`src/rtl/cla_pkg.sv`:
```
// Shared constants and helpers for the pipelined carry-lookahead adder.
package cla_pkg;

  // Operation select encoding for the op input.
  localparam logic OP_ADD = 1'b0;
  localparam logic OP_SUB = 1'b1;

  // Number of operand bits handled by one pipeline stage.
  function automatic int slice_width(input int width, input int stages);
    return width / stages;
  endfunction

endpackage

```
`src/rtl/cla_group.sv`:
```
// Combinational GROUP-bit carry-lookahead unit. Produces the group sum for a
// given carry-in plus the group generate/propagate terms used by the
// inter-group lookahead in the parent slice.
module cla_group #(
  parameter int GROUP = 4
) (
  input  logic [GROUP-1:0] a,
  input  logic [GROUP-1:0] b,
  input  logic             c_in,
  output logic [GROUP-1:0] sum,
  output logic             g,
  output logic             p,
  output logic             c_out
);

  logic [GROUP-1:0] gen;
  logic [GROUP-1:0] prop;
  logic [GROUP:0]   carry;
  logic             g_acc;

  assign gen  = a & b;
  assign prop = a ^ b;
  assign p    = &prop;
  assign g    = g_acc;

  // Group generate: OR over bits j of gen[j] propagated through bits above j.
  // Kept independent of c_in so the parent lookahead never loops back.
  always_comb begin : group_generate
    logic term;
    term  = 1'b0;
    g_acc = 1'b0;
    for (int j = 0; j < GROUP; j++) begin
      term = gen[j];
      for (int m = j + 1; m < GROUP; m++) term = term & prop[m];
      g_acc = g_acc | term;
    end
  end

  // Per-bit carries in two-level lookahead form, then the sum bits.
  always_comb begin : bit_lookahead
    logic acc;
    logic term;
    acc   = 1'b0;
    term  = 1'b0;
    carry = '0;
    for (int i = 0; i <= GROUP; i++) begin
      acc = c_in;
      for (int j = 0; j < i; j++) acc = acc & prop[j];
      for (int j = 0; j < i; j++) begin
        term = gen[j];
        for (int m = j + 1; m < i; m++) term = term & prop[m];
        acc = acc | term;
      end
      carry[i] = acc;
    end
    sum   = prop ^ carry[GROUP-1:0];
    c_out = carry[GROUP];
  end

endmodule

```
`src/rtl/cla_pipe_adder.sv`:
```
// Pipelined carry-lookahead adder/subtractor. The operand is cut into STAGES
// slices; stage k adds slice k with GROUP-bit CLA groups and lookahead across
// the groups of that slice, then registers the slice carry for stage k+1.
// Valid/ready: a transfer happens on a rising edge where valid & ready are
// both high; ready never depends combinationally on the matching valid.
module cla_pipe_adder
  import cla_pkg::*;
#(
  parameter int WIDTH  = 32,
  parameter int GROUP  = 4,
  parameter int STAGES = 2
) (
  input  logic             clk,
  input  logic             rst_n,
  input  logic             in_valid,
  output logic             in_ready,
  input  logic [WIDTH-1:0] a,
  input  logic [WIDTH-1:0] b,
  input  logic             cin,
  input  logic             op,
  output logic             out_valid,
  input  logic             out_ready,
  output logic [WIDTH-1:0] sum,
  output logic             cout,
  output logic             ovf
);

  localparam int SW = slice_width(WIDTH, STAGES);
  localparam int NG = SW / GROUP;

  if (WIDTH % (GROUP * STAGES) != 0) begin : g_bad_width
    $fatal(1, "cla_pipe_adder: WIDTH must be a multiple of GROUP*STAGES");
  end
  if (STAGES < 1 || STAGES > WIDTH / GROUP) begin : g_bad_stages
    $fatal(1, "cla_pipe_adder: STAGES must be in 1..WIDTH/GROUP");
  end

  // Stage registers: the token carries the still-needed operand bits, the
  // lower sum bits already produced and the carry into the next slice.
  logic             v_r [STAGES];
  logic [WIDTH-1:0] a_r [STAGES];
  logic [WIDTH-1:0] b_r [STAGES];
  logic [WIDTH-1:0] s_r [STAGES];
  logic             c_r [STAGES];
  logic             o_r [STAGES];

  // Per-stage sources (previous register or the entry operands) and results.
  logic             src_v [STAGES];
  logic [WIDTH-1:0] src_a [STAGES];
  logic [WIDTH-1:0] src_b [STAGES];
  logic [WIDTH-1:0] src_s [STAGES];
  logic             src_c [STAGES];
  logic [WIDTH-1:0] nxt_s [STAGES];
  logic             nxt_c [STAGES];
  logic             nxt_o [STAGES];

  logic [WIDTH-1:0] b_in;
  logic             c0_in;
  logic [STAGES:0]  rdy;

  // Subtraction is A + ~B + 1: invert B and force the carry-in at entry, so
  // op never needs to travel down the pipe.
  assign b_in  = (op == OP_SUB) ? ~b : b;
  assign c0_in = (op == OP_SUB) ? 1'b1 : cin;

  // Stall chain: a stage can load when it is empty or its token moves on.
  always_comb begin
    rdy         = '0;
    rdy[STAGES] = out_ready;
    for (int k = STAGES - 1; k >= 0; k--) rdy[k] = ~v_r[k] | rdy[k+1];
  end

  assign in_ready  = rdy[0];
  assign out_valid = v_r[STAGES-1];
  assign sum       = s_r[STAGES-1];
  assign cout      = c_r[STAGES-1];
  assign ovf       = o_r[STAGES-1];

  for (genvar k = 0; k < STAGES; k++) begin : g_stage
    logic [SW-1:0] xa;
    logic [SW-1:0] xb;
    logic [SW-1:0] xs;
    logic [NG-1:0] gg;
    logic [NG-1:0] gp;
    logic [NG-1:0] gco;
    logic [NG:0]   gc;
    logic [WIDTH-1:0] merged;
    logic          msb_carry_in;
    logic          unused_gco;

    if (k == 0) begin : g_entry
      assign src_v[k] = in_valid;
      assign src_a[k] = a;
      assign src_b[k] = b_in;
      assign src_s[k] = '0;
      assign src_c[k] = c0_in;
    end else begin : g_chain
      assign src_v[k] = v_r[k-1];
      assign src_a[k] = a_r[k-1];
      assign src_b[k] = b_r[k-1];
      assign src_s[k] = s_r[k-1];
      assign src_c[k] = c_r[k-1];
    end

    assign xa = src_a[k][k*SW +: SW];
    assign xb = src_b[k][k*SW +: SW];

    for (genvar g = 0; g < NG; g++) begin : g_grp
      cla_group #(.GROUP(GROUP)) u_grp (
        .a     (xa[g*GROUP +: GROUP]),
        .b     (xb[g*GROUP +: GROUP]),
        .c_in  (gc[g]),
        .sum   (xs[g*GROUP +: GROUP]),
        .g     (gg[g]),
        .p     (gp[g]),
        .c_out (gco[g])
      );
    end

    // Group c_out duplicates the lookahead carries; only gc feeds the slice.
    assign unused_gco = ^gco;

    // Lookahead across the groups of this slice from group G/P terms.
    always_comb begin : slice_lookahead
      logic acc;
      logic term;
      acc  = 1'b0;
      term = 1'b0;
      gc   = '0;
      for (int i = 0; i <= NG; i++) begin
        acc = src_c[k];
        for (int j = 0; j < i; j++) acc = acc & gp[j];
        for (int j = 0; j < i; j++) begin
          term = gg[j];
          for (int m = j + 1; m < i; m++) term = term & gp[m];
          acc = acc | term;
        end
        gc[i] = acc;
      end
    end

    // Insert this slice's sum bits into the travelling partial result.
    always_comb begin
      merged              = src_s[k];
      merged[k*SW +: SW]  = xs;
    end

    // Carry into the slice MSB is recovered from the MSB sum bit; only the
    // last stage's overflow reaches the port.
    assign msb_carry_in = xa[SW-1] ^ xb[SW-1] ^ xs[SW-1];
    assign nxt_s[k]     = merged;
    assign nxt_c[k]     = gc[NG];
    assign nxt_o[k]     = msb_carry_in ^ gc[NG];
  end

  // Pipeline registers: valid bits follow the stall chain; data loads only
  // with a real token so the outputs hold through bubbles.
  always_ff @(posedge clk or negedge rst_n) begin
    if (!rst_n) begin
      for (int k = 0; k < STAGES; k++) begin
        v_r[k] <= 1'b0;
        a_r[k] <= '0;
        b_r[k] <= '0;
        s_r[k] <= '0;
        c_r[k] <= 1'b0;
        o_r[k] <= 1'b0;
      end
    end else begin
      for (int k = 0; k < STAGES; k++) begin
        if (rdy[k]) begin
          v_r[k] <= src_v[k];
          if (src_v[k]) begin
            a_r[k] <= src_a[k];
            b_r[k] <= src_b[k];
            s_r[k] <= nxt_s[k];
            c_r[k] <= nxt_c[k];
            o_r[k] <= nxt_o[k];
          end
        end
      end
    end
  end

endmodule

```
`config.mk`:
```
export PLATFORM = sky130hd
export DESIGN_NAME = cla_pipe_adder
export DESIGN_NICKNAME = d
export VERILOG_FILES = /design/src/rtl/cla_pkg.sv /design/src/rtl/cla_group.sv /design/src/rtl/cla_pipe_adder.sv
export SDC_FILE = /design/constraint.sdc
export NUM_CORES = 1
export LEC_CHECK = 0
export CAP_MARGIN = 30
export CORE_ASPECT_RATIO = 1.1
export CORE_MARGIN = 2
export CORE_UTILIZATION = 47
export CTS_BUF_LIST = sky130_fd_sc_hd__clkbuf_8
export CTS_CLUSTER_SIZE = 25
export DETAILED_ROUTE_END_ITERATION = 8
export PLACE_DENSITY = 0.74
export SLEW_MARGIN = 0
export SYNTH_ARGS = -nofsm -noshare
export SYNTH_HDL_FRONTEND = slang
export SYNTH_SLANG_ARGS = --single-unit
```
`constraint.sdc`:
```
create_clock -name clk -period 2.4 [get_ports clk]
set_input_delay 0.24 -clock clk [delete_from_list [all_inputs] [get_ports clk]]
set_output_delay 0.24 -clock clk [all_outputs]
set_load 0.05 [all_outputs]
```
==> results.toml, run 1 <==
[setup_path]
worst-path-buf-inv = 0
path_class = "reg -> reg"
cp.arrival_ns = 2.87
critPathMaxFanout = 3
startpoint_type = "flop"
crit_required_ns = 2.67
cpMaxStageDelayCell = "or4_1"
crit_chain = "ha_4, and3_4, a221oi_4, nor2_2, nor2_2, o21ai_2, ha_2, o21a_1, o21a_1, nor2_4, or4_1, a31oi_1"
critPathTopFamily = "simple AND/OR/NAND/NOR gates"
max_stage_delay_ns = 0.46
crit_path_end_kind = "flop"

[run_status]
violations = "negative setup slack"
status = "finished, violations left"

[synthesis]
yosysMostFrequentCell = "dfrtp_1"
async_reset_ff_share_pct = 100
synth_top_area_share_pct = 45.0
synthCells = 437
synthesis.nets = 555
ys.flop_type = "dfrtp_1"
syn-cell-area_sq_um = 4720
synth_edf_count = 0
ys_warn_count = 0
synth-seq-area-share_pct = 45.0
synth.top_cells.by_count = "dfrtp_1 (85), o21ai_0 (55), nand2_1 (51)"
synth.distinct_cells = 33
synth.area.top_cells = "dfrtp_1 (45%), ha_1 (11%), mux2_2 (8.3%), o21ai_0 (5.8%), xor2_1 (5.6%)"
avgSynthCellArea_sq_um = 10.8
ys_ff_latch = 85
yosys.area.top_type = "dfrtp_1"

[layout]
n_antenna_cell = 0
fin_util_pct = 68.5
drive_above_1_share_pct = 25.2
nNetsFinal = 713
area_delta_synth_final_pct = 42.8

[clock_tree]
cts_buffers = 9
clk_latency_ns = 0.35
cts_tree = "yes"
root_buffer = "clkbuf_8"
cts.sinks = 85
clock_path_buffers = 2
htree_levels = 3
path_clk_slew_ns = 0.08

[global_routing]
grt_pass1_wl_um = 16900
antenna_found_initial = 0
grt_pass1_vias = 3771
grt_max_degree = 53
track_usage_pct = 19.8
gr-total-overflow = 0

[pwr]
max-vdd-ir-drop_uv = 557
p_leak_nw = 3.08
power.total_mw = 6.17
power_density_nw_per_um2 = 915

[timing]
fmaxAchievable_mhz = 384
hold_viol_final = 0
setup_tns_ns = -0.860
period_needed_ns = 2.60
finalCritPeriodShare_pct = 108
drv_slew = 0
tightest_slew_ns = 0.559
relSlewSlack_pct = 62.8
rsz0062_at_grt = "yes"
finalSetupViolCount = 9
clock_skew_ns = 0.00641
fin_ws_ns = -0.202

[floorplan]
die-area_sq_um = 10900
die_h_um = 109
num_rows = 38
initial_core_util_pct = 48.0
io_pins = 106
die_w_um = 99.6
core_area_sq_um = 9840

[routing]
routed_wl_um = 10400
vias = 3667
dr.pass1.iters = 4
antenna_left = 0
drc = 0
wl_per_cell_um = 14.5
drtIter0Drc = 108
vias_per_cell = 5.12

[placement]
place_ws_ns = -0.394
dpl.hpwl_um = 7760
portBuffers = 105
routabilityCongestion = 0.888

[flow_run]
cap_violations = 0

[worst_hold_path]
hp-class = "in -> async"
layer usage:
metal  wire [um]  global-route usage (%)  vias to the layer above
met2        5420                    34.5                       99
li1            -                       -                     1792
met4         186                    8.51                        0
met5           0                       0                        -
met3         450                    4.29                       17
met1        4340                    23.8                     1759
per-stage QoR:
step	hold slack, ns	cells	instance area (sq um)
after global placement	0.230	695	6310
after detailed placement	0.243	695	6310
after floorplan	-0.0556	437	4810
after CTS	0.411	713	6560
final	0.400	716	6750
after global routing	0.447	716	6750
worst paths after layout:
path	slack, ns	to	cells past startpoint	from
setup / recovery	-0.20	ovf$_DFFE_PN0P_	12	a_r[50]$_DFFE_PN0P_
min in group clk	0.48	g_stage[1].merged[6]$_DFFE_PN0P_	2	g_stage[1].merged[6]$_DFFE_PN0P_
max in group asynchronous	1.37	sum[2]$_DFFE_PN0P_	3	rst_n
hold reg to reg	0.48	g_stage[1].merged[6]$_DFFE_PN0P_	2	g_stage[1].merged[6]$_DFFE_PN0P_
hold / removal	0.40	a_r[53]$_DFFE_PN0P_	2	rst_n
setup reg to reg	-0.20	ovf$_DFFE_PN0P_	12	a_r[50]$_DFFE_PN0P_
report_power, final:
| group | internal [mW] | switching [mW] | leakage, nW |
|---|---|---|---|
| registers | 1.85 | 0.262 | 1.03 |
| clock network | 0.342 | 0.446 | 0.0807 |
| logic | 1.44 | 1.83 | 1.98 |
timing repair:
action                                  in CTS  in global routing
gates resized for setup                     22                 37
gates cloned                                 0                  0
hold endpoints to repair                    37                  0
endpoints found under the setup margin      12                 19
buffers inserted                             5                  4
hold buffers                                 1                  0
pin swaps                                   19                 41
final cells by class:
class,instances,area (sq um)
Timing Repair Buffer,165,1560
Clock inverter,3,11.3
Inverter,17,66.3
Fill cell,737,3100
Clock buffer,9,124
Sequential cell,85,2130
Multi-Input combinational cell,317,2710
Tap cell,120,150
cell families after synthesis:
| group | Yosys count | synth area share, % |
|---|---|---|
| AOI/OAI and AO/OA | 95 | 11.5 |
| xor gates and xnor gates | 55 | 10.2 |
| adders and majority gates | 48 | 14.0 |
| buffers and inverters | 35 | 2.94 |
| DFF | 85 | 45.0 |
| muxes | 35 | 8.34 |
| and+or+nand+nor | 84 | 8.00 |
registers in the layout, summed over array words and instances, names as in the netlist:
| signal | count |
|---|---|
| cout | 1 |
| ovf | 1 |
| sum | 32 |
| out_valid | 1 |
| a_r | 16 |
| b_r | 16 |
| g_stage.merged | 16 |
| c_r | 1 |
| src_v | 1 |
placed cells by master (no fill, tap or decap), types with 2 or more instances in the layout:
master,count
buf_12,3
nor2_1,4
ha_2,5
xor2_1,26
nor2_2,2
a21oi_2,7
xor2_2,4
fa_1,6
a21o_1,10
mux2_2,33
nor3_1,2
nand2b_1,10
ha_1,28
ha_4,7
o21ai_1,8
o21a_1,3
o21ai_2,6
a21oi_1,9
buf_4,57
o21ai_0,41
mux2_4,2
nor2_4,2
nand2_1,50
inv_1,18
clkdlybuf4s50_1,97
fa_2,2
xnor2_1,24
o31ai_1,3
dlymetal6s2s_1,6
nand4_1,6
clkbuf_8,9
dfrtp_1,85
(Power assumes the default switching activity.)
==> run 2: changes to the inputs <==
- CORE_UTILIZATION: 47 -> 57
- PLACE_DENSITY: 0.74 -> 0.85
- clock period: 2.4 -> 3 ns (I/O delays scaled with it)
==> results.toml, run 2 (synthesis gave the netlist of run 1 again) <==
[run_status]
status = "finished clean"

[timing]
fmaxAchievable_mhz = 360
period_needed_ns = 2.78
hold_viol_final = 0
relSlewSlack_pct = 59.5
tightest_slew_ns = 0.607
rsz0062_at_grt = "no"
clock_skew_ns = 0.0130
finalSetupViolCount = 0
drv_slew = 0
setup_tns_ns = 0
finalCritPeriodShare_pct = 92.7

[setup_path]
startpoint_type = "flop"
critPathMaxFanout = 3
crit_required_ns = 3.21
critPathTopFamily = "compound AO/OA/AOI/OAI gates"
path_class = "reg -> reg"
cp.arrival_ns = 2.99
cpMaxStageDelayCell = "dfrtp_1"
max_stage_delay_ns = 0.41
worst-path-buf-inv = 0
crit_chain = "ha_1, a21o_2, a221oi_2, nor2_1, nor2_1, o21ai_0, ha_1, o21a_1, o21a_1, nor2_2, xor2_1, o21ai_0"
startpoint = "a_r[48]$_DFFE_PN0P_"
r2r-start = "a_r[48]$_DFFE_PN0P_"
crit_path_end_kind = "flop"

[routing]
wl_per_cell_um = 14.7
drtIter0Drc = 78
routed_wl_um = 9620
vias = 3464
vias_per_cell = 5.28
drc = 0
dr.pass1.iters = 4
antenna_left = 0

[floorplan]
io_pins = 106
initial_core_util_pct = 59.1
num_rows = 34
core_area_sq_um = 8000
die-area_sq_um = 9030
die_h_um = 99.5
die_w_um = 90.8

[clock_tree]
cts_tree = "yes"
root_buffer = "clkbuf_8"
clock_path_buffers = 2
postCtsSetupRepairBufs = 0
htree_levels = 3
cts.sinks = 85
cts_buffers = 9
path_clk_slew_ns = 0.09
clk_latency_ns = 0.34

[pwr]
pwr-share-clk_pct = 16.5
swShare_pct = 41.5
p_sw_mw = 1.95
power.total_mw = 4.70
power_density_nw_per_um2 = 768
pwr-share-seq_pct = 35.5
max-vdd-ir-drop_uv = 311
p_leak_nw = 2.77
combPwrFrac_pct = 48.0
intPower_mw = 2.75

[layout]
layout_common_cells = "clkdlybuf4s50_1 (103), dfrtp_1 (85), o21ai_0 (55), nand2_1 (50), ha_1 (40)"
final_common_cell = "clkdlybuf4s50_1"
drive_above_1_share_pct = 11.9
largest_reg_flops = 32
n_antenna_cell = 0
nFillCells = 561
area_delta_synth_final_pct = 29.6
nNetsFinal = 661

[global_routing]
grt_pass1_wl_um = 16500
top_usage_layer = "met2"
use_met3_pct = 7.65
gr-total-overflow = 0
grt_use_met2_pct = 39.8
track_usage_pct = 22.8
grt_pass1_vias = 3557
antenna_found_initial = 0
use_met1_pct = 27.9
grt_max_degree = 84

[flow_run]
cap_violations = 0

[placement]
portBuffers = 105
routabilityCongestion = 0.854
dpl.hpwl_um = 7230

[worst_hold_path]
hp-class = "in -> async"
[run 2: cell type report]
cell class / count / area, sq um / share of cell area [%]
Clock inverter: 4 / 31.3 / 0.511
Clock buffer: 12 / 165 / 2.70
Multi-Input combinational cell: 317 / 2460 / 40.2
Inverter: 17 / 63.8 / 1.04
Sequential cell: 85 / 2130 / 34.7
Tap cell: 108 / 135 / 2.21
Timing Repair Buffer: 113 / 1140 / 18.6
[run 2: per-layer routing]
| metal | share of wire [%] | wire, um | vias to the layer above |
|---|---|---|---|
| li1 | - | - | 1697 |
| met4 | 0.79 | 76 | 0 |
| met3 | 7.5 | 719 | 7 |
| met1 | 41 | 3940 | 1658 |
| met5 | 0 | 0 | - |
| met2 | 51 | 4880 | 102 |
[run 2: timing repair]
action | 4_1_cts | 5_1_grt
setup endpoints to repair | 0 | 2
hold buffers | 1 | 0
gates resized for setup | 0 | 1
hold endpoints to repair | 24 | 0
[run 2: worst paths after layout]
check                                                        end  slack, ns  cells past startpoint
worst max-delay path                         sum[31]$_DFFE_PN0P_       0.22                     12
worst min-delay path                         a_r[48]$_DFFE_PN0P_       0.40                      2
worst max register to register               sum[31]$_DFFE_PN0P_       0.22                     12
worst min register to register  g_stage[1].merged[1]$_DFFE_PN0P_       0.48                      2
max in group asynchronous                     sum[6]$_DFFE_PN0P_       1.99                      3
min in group clk                g_stage[1].merged[1]$_DFFE_PN0P_       0.48                      2
[run 2: per-stage QoR]
step / worst slack [ns] / hold slack [ns] / instance area, sq um / utilization [%] / instances
4_1_cts: 0.160 / 0.398 / 6120 / 76.5 / 656
3_5_place_dp: 0.0211 / 0.232 / 5920 / 74.0 / 639
2_1_floorplan: 0.148 / 0.00441 / 4720 / - / 437
3_3_place_gp: 0.124 / 0.456 / 5890 / 73.6 / 638
6_report: 0.218 / 0.400 / 6120 / 76.6 / 656
5_1_grt: 0.00676 / 0.405 / 6120 / 76.6 / 656
[run 2: power by group through the flow]
stage | Sequential (mW) | Combinational (mW) | Clock (mW)
floorplan | 2.38 | 0.801 | 0
global placement | 1.67 | 2.19 | 0
detailed placement | 1.69 | 2.26 | 0
CTS | 1.67 | 2.27 | 0.788
global route | 1.71 | 2.43 | 0.848
finish | 1.67 | 2.26 | 0.778
==> run 3: changes to the inputs <==
- HOLD_SLACK_MARGIN: not set -> 0.03
- SLEW_MARGIN: 0 -> 20
==> results.toml, run 3 (synthesis gave the netlist of run 1 again) <==
[floorplan]
num_rows = 34
initial_core_util_pct = 59.1
die_w_um = 90.8
die-area_sq_um = 9030
core_area_sq_um = 8000
io_pins = 106
die_h_um = 99.5

[layout]
drive_above_1_share_pct = 11.7
largest_reg_flops = 32
final_common_cell = "clkdlybuf4s50_1"
n_antenna_cell = 0
layout_common_cells = "clkdlybuf4s50_1 (103), dfrtp_1 (85), o21ai_0 (54), nand2_1 (50), ha_1 (40)"
fin_util_pct = 77.1
final_cells = 656
nFillCells = 557
nNetsFinal = 661
area_delta_synth_final_pct = 30.5

[pwr]
pwr-share-clk_pct = 19.5
intPower_mw = 2.93
pwr-share-seq_pct = 34.2
p_sw_mw = 1.96
combPwrFrac_pct = 46.4
p_leak_nw = 2.80
power_density_nw_per_um2 = 792
max-vdd-ir-drop_uv = 305
swShare_pct = 40.1

[routing]
vias_per_cell = 5.27
dr.pass1.iters = 4
routed_wl_um = 9740
vias = 3459
drc = 0
antenna_left = 0
drtIter0Drc = 80
wl_per_cell_um = 14.8

[setup_path]
cp.arrival_ns = 2.98
path_depth = 12
critPathMaxFanout = 3
crit_required_ns = 3.21
crit_path_end_kind = "flop"
cpMaxStageDelayCell = "dfrtp_1"
max_stage_delay_ns = 0.41
worst-path-buf-inv = 0
path_class = "reg -> reg"
ff2ff_path_depth = 12
crit_chain = "ha_1, a21o_2, a221oi_2, nor2_1, nor2_1, o21ai_1, ha_1, o21a_1, o21a_1, nor2_2, xor2_1, o21ai_0"
startpoint_type = "flop"
critPathTopFamily = "compound AO/OA/AOI/OAI gates"

[timing]
hold_viol_final = 0
fmaxAchievable_mhz = 362
clock_skew_ns = 0.0165
drv_slew = 0
finalSetupViolCount = 0
period_needed_ns = 2.76
whs_ns = 0.396
rsz0062_at_grt = "no"
tightest_slew_ns = 0.613
fin_ws_ns = 0.239
relSlewSlack_pct = 59.1
setup_tns_ns = 0
finalCritPeriodShare_pct = 92.0

[clock_tree]
htree_levels = 3
cts.sinks = 85
clk_latency_ns = 0.35
root_buffer = "clkbuf_8"
cts_buffers = 9
postCtsSetupRepairBufs = 0
clock_path_buffers = 2
cts_tree = "yes"
path_clk_slew_ns = 0.09

[placement]
place_ws_ns = 0.0393
routabilityCongestion = 0.854
dp_cells = 639
dpl.hpwl_um = 7330
portBuffers = 105

[global_routing]
grt_max_degree = 84
grt_pass1_vias = 3602
gr-total-overflow = 0
track_usage_pct = 22.9
antenna_found_initial = 0
grt_pass1_wl_um = 16600

[flow_run]
cap_violations = 0

[run_status]
status = "finished clean"

[worst_hold_path]
hp-class = "in -> async"
[run 3: cell types whose count changed in the layout (fill, tap and decap cells not counted)]
| cell | change |
|---|---|
| bufinv_16 | +3 |
| clkbuf_8 | -3 |
| clkinv_2 | +1 |
| clkinvlp_4 | -2 |
| inv_1 | +1 |
| o21ai_0 | -1 |
| o21ai_1 | +1 |
[run 3: layout make-up]
class / count / area, sq um / share of cell area (%)
clock buffer: 9 / 124 / 2.01
clock inverter: 7 / 115 / 1.87
inverter: 17 / 63.8 / 1.03
multi-input combinational: 317 / 2460 / 39.9
sequential: 85 / 2130 / 34.5
tap: 108 / 135 / 2.19
timing repair buffer: 113 / 1140 / 18.5
[run 3: worst reg2reg max path, stage by stage (launching register included)]
cell,delay (ns)
dfrtp_1,0.41
ha_1,0.33
a21o_2,0.23
a221oi_2,0.28
nor2_1,0.08
nor2_1,0.16
o21ai_1,0.14
ha_1,0.21
o21a_1,0.18
o21a_1,0.19
nor2_2,0.14
xor2_1,0.18
o21ai_0,0.10
[run 3: path summary, 6_finish.rpt]
kind                                      from                  end  slack [ns]
max in group asynchronous                rst_n  b_r[56]$_DFFE_PN0P_        2.00
min                                      rst_n  sum[17]$_DFFE_PN0P_        0.40
min in group clk           sum[25]$_DFFE_PN0P_  sum[25]$_DFFE_PN0P_        0.48
min reg2reg                sum[25]$_DFFE_PN0P_  sum[25]$_DFFE_PN0P_        0.48
max reg2reg                a_r[48]$_DFFE_PN0P_  sum[31]$_DFFE_PN0P_        0.24
max                        a_r[48]$_DFFE_PN0P_  sum[31]$_DFFE_PN0P_        0.24
[run 3: power by group through the flow]
stage	registers [mW]	clock network, mW	logic (mW)
6_report	1.67	0.951	2.27
5_1_grt	1.71	1.02	2.43
4_1_cts	1.67	0.967	2.28
3_5_place_dp	1.69	0	2.27
3_3_place_gp	1.67	0	2.19
2_1_floorplan	2.38	0	0.801
[run 3: stage by stage]
step                      area [sq um]  power [mW]
after CTS                         6160        4.92
after detailed placement          5920        3.96
after global routing              6170        5.16
after floorplan                   4720        3.18
final                             6170        4.89
after global placement            5890        3.87
[run 3: what timing repair did]
item                                   in CTS  in global routing
setup endpoints to repair                   0                  2
resized for setup                           0                  2
hold buffers                                1                  0
endpoints found under the hold margin      25                  0
[run 3: layer usage]
| layer | global-route usage [%] | wire length, um |
|---|---|---|
| met1 | 26.9 | 3940 |
| met2 | 41.0 | 4960 |
| met3 | 7.20 | 724 |
| met4 | 5.83 | 112 |
| met5 | 0 | 0 |
